==> config.mk <==
export PLATFORM = sky130hd
export DESIGN_NAME = branch_ctrl
export DESIGN_NICKNAME = d
export VERILOG_FILES = /design/src/rtl/branch_ctrl.sv
export SDC_FILE = /design/constraint.sdc
export NUM_CORES = 1
export LEC_CHECK = 0
export CAP_MARGIN = 20
export CORE_ASPECT_RATIO = 1.75
export CORE_MARGIN = 3
export CORE_UTILIZATION = 40
export DETAILED_ROUTE_END_ITERATION = 10
export MAX_ROUTING_LAYER = met4
export PLACE_DENSITY_LB_ADDON = 0.12
export REMOVE_ABC_BUFFERS = 1
export SLEW_MARGIN = 20
export SYNTH_ARGS = -nofsm -noshare
export SYNTH_HDL_FRONTEND = slang
export SYNTH_SLANG_ARGS = --single-unit
==> constraint.sdc <==
create_clock -name clk -period 7.2 [get_ports clk]
set_input_delay 1.44 -clock clk [delete_from_list [all_inputs] [get_ports clk]]
set_output_delay 1.44 -clock clk [all_outputs]
set_load 0.005 [all_outputs]
==> src/rtl/branch_ctrl.sv <==
// Sequencing controller for the shared branch comparator: latches a branch,
// drives the comparator, resolves direction and handles mispredict redirect/flush.
module branch_ctrl #(
    parameter int XLEN         = 32,
    parameter int FLUSH_CYCLES = 2,
    parameter int CNT_W        = 16
) (
    input  logic             clk,
    input  logic             rst_n,
    input  logic             req_valid,
    output logic             req_ready,
    input  logic [2:0]       req_funct3,
    input  logic [XLEN-1:0]  req_rs1,
    input  logic [XLEN-1:0]  req_rs2,
    input  logic [XLEN-1:0]  req_pc,
    input  logic [XLEN-1:0]  req_imm,
    input  logic             req_pred_taken,
    input  logic             kill,
    output logic [XLEN-1:0]  cmp_rs1,
    output logic [XLEN-1:0]  cmp_rs2,
    output logic             cmp_brun,
    input  logic             cmp_breq,
    input  logic             cmp_brlt,
    output logic             res_valid,
    output logic             res_taken,
    output logic             res_illegal,
    output logic             redirect_valid,
    output logic [XLEN-1:0]  redirect_pc,
    output logic             flush,
    output logic [CNT_W-1:0] mispredict_cnt
);

    typedef enum logic [1:0] {
        IDLE,
        CMP,
        RESOLVE,
        FLUSH
    } state_t;

    localparam logic [3:0]       FLUSH_EXTRA = 4'(FLUSH_CYCLES - 1);
    localparam bit               HAS_FLUSH   = (FLUSH_CYCLES > 1);
    localparam logic [CNT_W-1:0] CNT_MAX     = '1;
    localparam logic [XLEN-1:0]  PC_STEP     = XLEN'(4);

    state_t          state;
    logic [XLEN-1:0] pc_q;
    logic [XLEN-1:0] imm_q;
    logic [XLEN-1:0] target_q;
    logic [2:0]      funct3_q;
    logic            pred_q;
    logic            taken_q;
    logic            illegal_q;
    logic            mispred_q;
    logic [3:0]      flush_left;

    logic            taken_c;
    logic            illegal_c;
    logic            resolve_ok;

    always_comb begin
        taken_c   = 1'b0;
        illegal_c = 1'b0;
        case (funct3_q)
            3'b000:         taken_c   = cmp_breq;
            3'b001:         taken_c   = ~cmp_breq;
            3'b100, 3'b110: taken_c   = cmp_brlt;
            3'b101, 3'b111: taken_c   = ~cmp_brlt;
            default:        illegal_c = 1'b1;
        endcase
    end

    always_ff @(posedge clk or negedge rst_n) begin
        if (!rst_n) begin
            state          <= IDLE;
            cmp_rs1        <= '0;
            cmp_rs2        <= '0;
            cmp_brun       <= 1'b0;
            pc_q           <= '0;
            imm_q          <= '0;
            target_q       <= '0;
            funct3_q       <= '0;
            pred_q         <= 1'b0;
            taken_q        <= 1'b0;
            illegal_q      <= 1'b0;
            mispred_q      <= 1'b0;
            flush_left     <= '0;
            mispredict_cnt <= '0;
        end else begin
            case (state)
                IDLE: begin
                    if (req_valid && !kill) begin
                        cmp_rs1  <= req_rs1;
                        cmp_rs2  <= req_rs2;
                        cmp_brun <= (req_funct3[2:1] == 2'b11);
                        pc_q     <= req_pc;
                        imm_q    <= req_imm;
                        funct3_q <= req_funct3;
                        pred_q   <= req_pred_taken;
                        state    <= CMP;
                    end
                end
                CMP: begin
                    if (kill) begin
                        state <= IDLE;
                    end else begin
                        // Everything RESOLVE needs is captured here so its outputs
                        // depend only on registered data (plus kill gating).
                        taken_q   <= taken_c;
                        illegal_q <= illegal_c;
                        mispred_q <= ~illegal_c & (taken_c != pred_q);
                        target_q  <= taken_c ? (pc_q + imm_q) : (pc_q + PC_STEP);
                        state     <= RESOLVE;
                    end
                end
                RESOLVE: begin
                    state <= IDLE;
                    if (!kill && mispred_q) begin
                        if (mispredict_cnt != CNT_MAX) begin
                            mispredict_cnt <= mispredict_cnt + 1'b1;
                        end
                        if (HAS_FLUSH) begin
                            state      <= FLUSH;
                            flush_left <= FLUSH_EXTRA;
                        end
                    end
                end
                FLUSH: begin
                    if (kill || flush_left <= 4'd1) begin
                        state      <= IDLE;
                        flush_left <= '0;
                    end else begin
                        flush_left <= flush_left - 4'd1;
                    end
                end
                default: state <= IDLE;
            endcase
        end
    end

    assign resolve_ok     = (state == RESOLVE) & ~kill;
    assign req_ready      = (state == IDLE) & ~kill;
    assign res_valid      = resolve_ok;
    assign res_taken      = resolve_ok & taken_q;
    assign res_illegal    = resolve_ok & illegal_q;
    assign redirect_valid = resolve_ok & mispred_q;
    assign redirect_pc    = redirect_valid ? target_q : '0;
    assign flush          = redirect_valid | (state == FLUSH);

endmodule

; Word level (Yosys, flattened, before mapping)
; Cells that the tools add are included.
[word_totals]
reg_bits = 190
in_bits = 138
word_cells = 70
[op_classes]
n_addsub = 4
n_lt_le_gt_ge = 1
eq_ne = 14
muxes = 12
bitwise_logic = 10
n_reduce_logical = 15
[ops]
columns = operator, count
row1 = 2-to-1 mux 32 bit, 2
row2 = "adder 32 x 3 -> 32 bit, second input constant", 1
row3 = adder 32 bit, 1
row4 = "adder 16 x 1 -> 16 bit, second input constant", 1
row5 = "inequality test 16 bit, second input constant", 1
row6 = "equality test 3 bit, second input constant", 4
row7 = 2-to-1 mux 2 bit, 4
row8 = 2-to-1 mux 4 bit, 2
row9 = one-hot mux 2 bit (4 select lines), 1
row10 = one-hot mux 4 bit (2 select lines), 1
row11 = AND reduction 2 bit, 4
row12 = bitwise AND 1 bit, 6
row13 = "equality test 2 bit, second input constant", 3
row14 = "inequality test 2 bit, second input constant", 3
row15 = OR reduction 6 bit, 1
row16 = "<= comparator 4 x 1 -> 1 bit, second input constant", 1
row17 = one-hot mux 1 bit (4 select lines), 1
row18 = OR reduction 2 bit, 2
row19 = "subtractor 4 x 1 -> 4 bit, second input constant", 1
row20 = "equality test 3 x 1 -> 1 bit, second input constant", 1
row21 = zero test 3 bit, 1
row22 = NOT 1 bit, 3
row23 = AND reduction 3 bit, 1
row24 = "equality test 2 x 1 -> 1 bit, second input constant", 1
row25 = 8 further kinds, 9

; Logic depth before layout (Yosys ltp)
[depth]
ltp_word = 5
mapped_depth = 11
depth_no_buf = 11

; Worst setup path after synthesis
; No wires, ideal clock.
[synth_path]
kind = input-to-output
start = input kill
end = output flush
t_arrival_ns = 2.236
path_slack_ns = 3.524
stages = 5
n_path_buf = 1
cell_sequence = nor3b_2 > and2_1 > clkbuf_1 > a21oi_1 > inv_1
[synth_via]
elab_chain_cells = 4
[synth_rtl]
columns = item, line_no
row1 = "start, declared", 18  ; input logic kill,
row2 = NOT 1 bit (no source line), --
row3 = bitwise AND 1 bit, 140  ; assign resolve_ok = (state == RESOLVE) & ~kill;
row4 = bitwise AND 1 bit, 145  ; assign redirect_valid = resolve_ok & mispred_q;
row5 = via redirect_valid, 27  ; output logic redirect_valid,
row6 = bitwise OR 1 bit, 147  ; assign flush = redirect_valid | (state == FLUSH);
row7 = "end, declared", 29  ; output logic flush,
; The timed path passes the listed nets, and every way through them passes these cells.

; Worst setup path in the final report
[layout_path]
start = input kill
end = output redirect_pc[30]
[layout_via]
elab_chain_cells = 4
[layout_rtl]
columns = item, line_no
row1 = NOT 1 bit (no source line), --
row2 = bitwise AND 1 bit, 140
row3 = bitwise AND 1 bit, 145
row4 = 2-to-1 mux 32 bit, 146  ; assign redirect_pc = redirect_valid ? target_q : '0;
row5 = "end, declared", 28  ; output logic [XLEN-1:0] redirect_pc,
; Every way passes these cells.

==> summary by stage <==
Worst hold path
The worst hold path begins at target_q[21]. The class of the most critical hold timing path is reg2reg.

Synthesis
Of the total synthesized cell area, the portion taken by XOR and XNOR cells is ~5.9%. In this run, synthesis produced a sequential element count of 190. Each instance of the synthesized netlist takes up on average about 11 um2. After synthesis, the netlist uses 61 different library cells. The synthesized netlist devotes between 10% and 20% of its cell area to simple gates. The portion of netlist area occupied by mux cells is 15.2%.

Synthesis produced a netlist whose cell count is 912. Among all flip-flop cells after synthesis, the most frequent one is sky130_fd_sc_hd__dfrtp_1. The Yosys warning count is 0. The share of the synthesized area in compound gates (AO/OA/AOI/OAI) is 11.3%. The count of flip-flops with a built-in enable after synthesis is 0.

Summing the areas of all fa, ha and maj instances in the mapped netlist gives roughly 4.6% of the synthesized area. For this run, asynchronously set or reset flops after synthesis account for 100%. In this run the cell area of the synthesized design comes to 0.00991 mm2. The sequential-to-total area share from yosys stat is between 40% and 50%. After synthesis, the largest family of logic cells by area is multiplexers.

STA
The slew of the pin with the lowest slew margin is around 1 ns. Setup repair after global routing left no endpoint under its margin. The worst slew margin relative to its limit is 31.7%. Counting I/O delays and the setup requirement, the final critical path takes 4.67 ns. The worst path uses between 60 and 70% of the clock period. The number of pins exceeding their max-slew limit in the final report was 0.

On the final layout, the worst clock skew is about 0.0083 ns. Timing would allow up to 0.214 GHz. The count of endpoints failing hold in the final timing report came to 0. Setup violations remaining at the end of the flow were counted as 0. The sum of negative setup slack is 0 ns.

Die
Measured along the x axis, the die boundary spans approximately 130 um. The starting density of the core is between 40% and 50%. The full die area is between 0.02 and 0.03 mm2.

The region available for standard cell placement spans 0.0242 mm2. around 260 I/O pins were placed. From bottom edge to top edge, the die measures between 200 and 250 um. The initialized floorplan defines between 70 and 80 standard-cell rows.

Layout
The repair_antennas step left the layout with diodes totalling 0. The number of nets at the end of the flow is 1,326. The final cell area excluding filler cells is around 0.013 mm2.

The post-route core utilization is between 50 and 60%. The area growth from synthesis to layout is 34.9%. The layout has about 2,200 filler cells.

The share of layout cells above drive strength 1 is about 16%.

Critical path
The setup path with the least slack is of type in2out. The startpoint type of the worst setup path is a primary input. For the worst setup path, the data required time is approximately 5.8 ns.

In this run the critical register-to-register path is launched from pc_q[0]. The kind of end point of the critical path is an output pin. Of all nets on the critical path, the largest fanout is 35. The beginning of the critical path is kill. At the worst endpoint, the arrival time is roughly 3.2 ns.

Global route
Entering global routing, the biggest net connects roughly 100 pins. The initial antenna violation count is 0. The via count of the first global-routing pass came to between 8,000 and 9,000. The total global routing track utilization is between 20% and 30%. The first-pass GRT wire length is approximately 42,000 um. Summed over all layers, the global routing overflow is 0.

Clock network
The clock passes through at most 2 buffers. The number of hold buffers added after CTS was 0. CTS placed an instance of sky130_fd_sc_hd__clkbuf_16 at the clock tree root. In this run the number of H-tree levels came out at 4. The clock insertion delay at the later pin of the skew report is approximately 0.45 ns. Clock tree synthesis inserted a total of 17 buffers.

Gates resized during post-CTS repair numbered 0. The TritonCTS clock tree is built. After clock tree synthesis, the setup repair step added 0 buffers.

Clock-pin slew was measured on the worst setup and hold paths at around 0.070 ns. The clock sink count is 190.

Power
The fraction of power spent switching nets is 37.5%. The total internal power is between 3 and 4 mW. For this design the total switching power over the nets is approximately 2.0 mW. The power share of the combinational group is 46.9%. Sequential cells account for 34.4% of the total power.

Power spread over the standard cell area amounts to slightly below 400 mW/mm2. The largest vdd supply drop is roughly 0.19 mV. The leakage power is roughly 5.7 nW. The clock network is responsible for around a fifth of the overall power.

Routing
The first routing iteration left 231 violations. The total detailed-routing wirelength is 26,200 um. The number of detailed-routing iterations run before antenna repair is 4. After detailed routing, the number of remaining DRC violations is 0. The routed wirelength normalized by instance count is ~18 um. The detailed-route vias per instance is about 5.2. Across all layers, the routed design uses 7,712 vias. In this run the remaining antenna-violating nets after routing total 0.

Job
Across the run, the number of max-cap violations was 0.

Status
The run finished with clean final reports.

Place
Once detailed placement completed, the half-perimeter wirelength came to around 20,000 um. The area after detailed placement is 0.0128 mm2. The final RePlAce weighted congestion is 0.884.

The count of port buffers added during placement is around 260.
[power by group through the flow]
stage | logic [mW] | registers [mW] | clock network (mW)
2_1_floorplan | 1.67 | 1.74 | 0
3_3_place_gp | 2.47 | 1.84 | 0
3_5_place_dp | 2.49 | 1.85 | 0
4_1_cts | 2.51 | 1.83 | 1.03
5_1_grt | 2.75 | 1.89 | 1.07
6_report | 2.49 | 1.82 | 0.989
[metal layers]
metal / part of all wire, % / global-route usage (%)
met4: 3.7 / 8.72
met3: 6.4 / 6.53
met1: 36 / 20.3
met5: 0 / -
met2: 54 / 36.5
[flip-flops by register name, indices dropped and copies added, names as in the netlist, 2 cells and up]
name and count:
flush_left 4, cmp_rs2 32, funct3_q 3, target_q 32, pc_q 32, mispredict_cnt 16, cmp_rs1 32, imm_q 32
state 2
[worst paths after layout]
check                                   to  slack (ns)  cells past startpoint
max                        redirect_pc[30]        2.53                      5
min                           target_q[21]        0.48                      2
max reg2reg                   target_q[28]        3.86                     11
min reg2reg                   target_q[21]        0.48                      2
max in group asynchronous      cmp_rs2[13]        4.95                      2
min in group asynchronous         pc_q[31]        1.09                      1
[synthesized netlist by cell type (3+ instances only)]
library cell | number | area [um2]
sky130_fd_sc_hd__mux2_2 | 133 | 1500
sky130_fd_sc_hd__nor2b_1 | 3 | 18.8
sky130_fd_sc_hd__a211oi_1 | 3 | 22.5
sky130_fd_sc_hd__and2_1 | 9 | 56.3
sky130_fd_sc_hd__dfrtp_1 | 190 | 4750
sky130_fd_sc_hd__and4_1 | 4 | 35.0
sky130_fd_sc_hd__inv_1 | 10 | 37.5
sky130_fd_sc_hd__buf_2 | 7 | 35.0
sky130_fd_sc_hd__o21ai_0 | 43 | 215
sky130_fd_sc_hd__ha_1 | 35 | 438
sky130_fd_sc_hd__nand3_1 | 25 | 125
sky130_fd_sc_hd__o21ai_1 | 7 | 35.0
sky130_fd_sc_hd__a22o_1 | 3 | 26.3
sky130_fd_sc_hd__a31oi_1 | 5 | 31.3
sky130_fd_sc_hd__a21oi_1 | 54 | 270
sky130_fd_sc_hd__o31ai_1 | 4 | 30.0
sky130_fd_sc_hd__o21bai_1 | 3 | 22.5
sky130_fd_sc_hd__and3_1 | 44 | 275
sky130_fd_sc_hd__nor2_1 | 54 | 203
sky130_fd_sc_hd__xnor2_1 | 33 | 289
sky130_fd_sc_hd__or3_1 | 7 | 43.8
sky130_fd_sc_hd__nand4_1 | 8 | 50.1
sky130_fd_sc_hd__a21o_1 | 16 | 120
sky130_fd_sc_hd__nand2_1 | 75 | 282
sky130_fd_sc_hd__o21a_1 | 3 | 22.5
sky130_fd_sc_hd__xor2_1 | 34 | 298
sky130_fd_sc_hd__nand2b_1 | 4 | 25.0
sky130_fd_sc_hd__nor3_1 | 18 | 90.1
sky130_fd_sc_hd__clkbuf_1 | 37 | 139
[critical path, stage by stage]
cell and delay (ns):
sky130_fd_sc_hd__clkdlybuf4s50_1 0.51, sky130_fd_sc_hd__nor3b_4 0.21, sky130_fd_sc_hd__buf_4 0.33, sky130_fd_sc_hd__and3_1 0.21
sky130_fd_sc_hd__clkdlybuf4s50_1 0.50
[cell usage in the layout, fill, tap and decap left out, drive strengths merged, types with 34 or more instances in the layout]
master | netlist | routed
a21oi | 56 | 56
mux2 | 133 | 133
ha | 35 | 35
dfrtp | 190 | 190
clkdlybuf4s50 | 0 | 255
and3 | 44 | 44
nand2 | 76 | 76
o21ai | 50 | 50
xor2 | 34 | 34
nor2 | 54 | 54
[logic make-up (layout without fill, tap and decap cells)]
| group | count (synthesis) | after routing |
|---|---|---|
| xor+xnor | 67 | 67 |
| simple gates | 260 | 260 |
| compound gates | 171 | 171 |
| flops | 190 | 190 |
| mux | 134 | 134 |
| fa+ha+maj | 36 | 36 |
| buf+inv | 54 | 307 |
[through the flow]
stage | total power, mW | hold slack [ns] | setup slack (ns) | cells
6_report | 5.30 | 0.483 | 2.53 | 1473
5_1_grt | 5.71 | 0.498 | 2.41 | 1473
4_1_cts | 5.37 | 0.490 | 2.52 | 1473
3_5_place_dp | 4.34 | 0.475 | 2.52 | 1441
3_3_place_gp | 4.30 | 0.471 | 2.58 | 1441
2_1_floorplan | 3.41 | 0.430 | 1.83 | 868
[layout make-up]
class | count | area, um2 | share of cell area, %
multi-input combinational | 668 | 4960 | 37.0
sequential | 190 | 4750 | 35.5
timing repair buffer | 265 | 2630 | 19.7
clock buffer | 19 | 433 | 3.24
tap | 308 | 385 | 2.88
clock inverter | 13 | 178 | 1.33
inverter | 10 | 37.5 | 0.281
(Power assumes the default switching activity.)
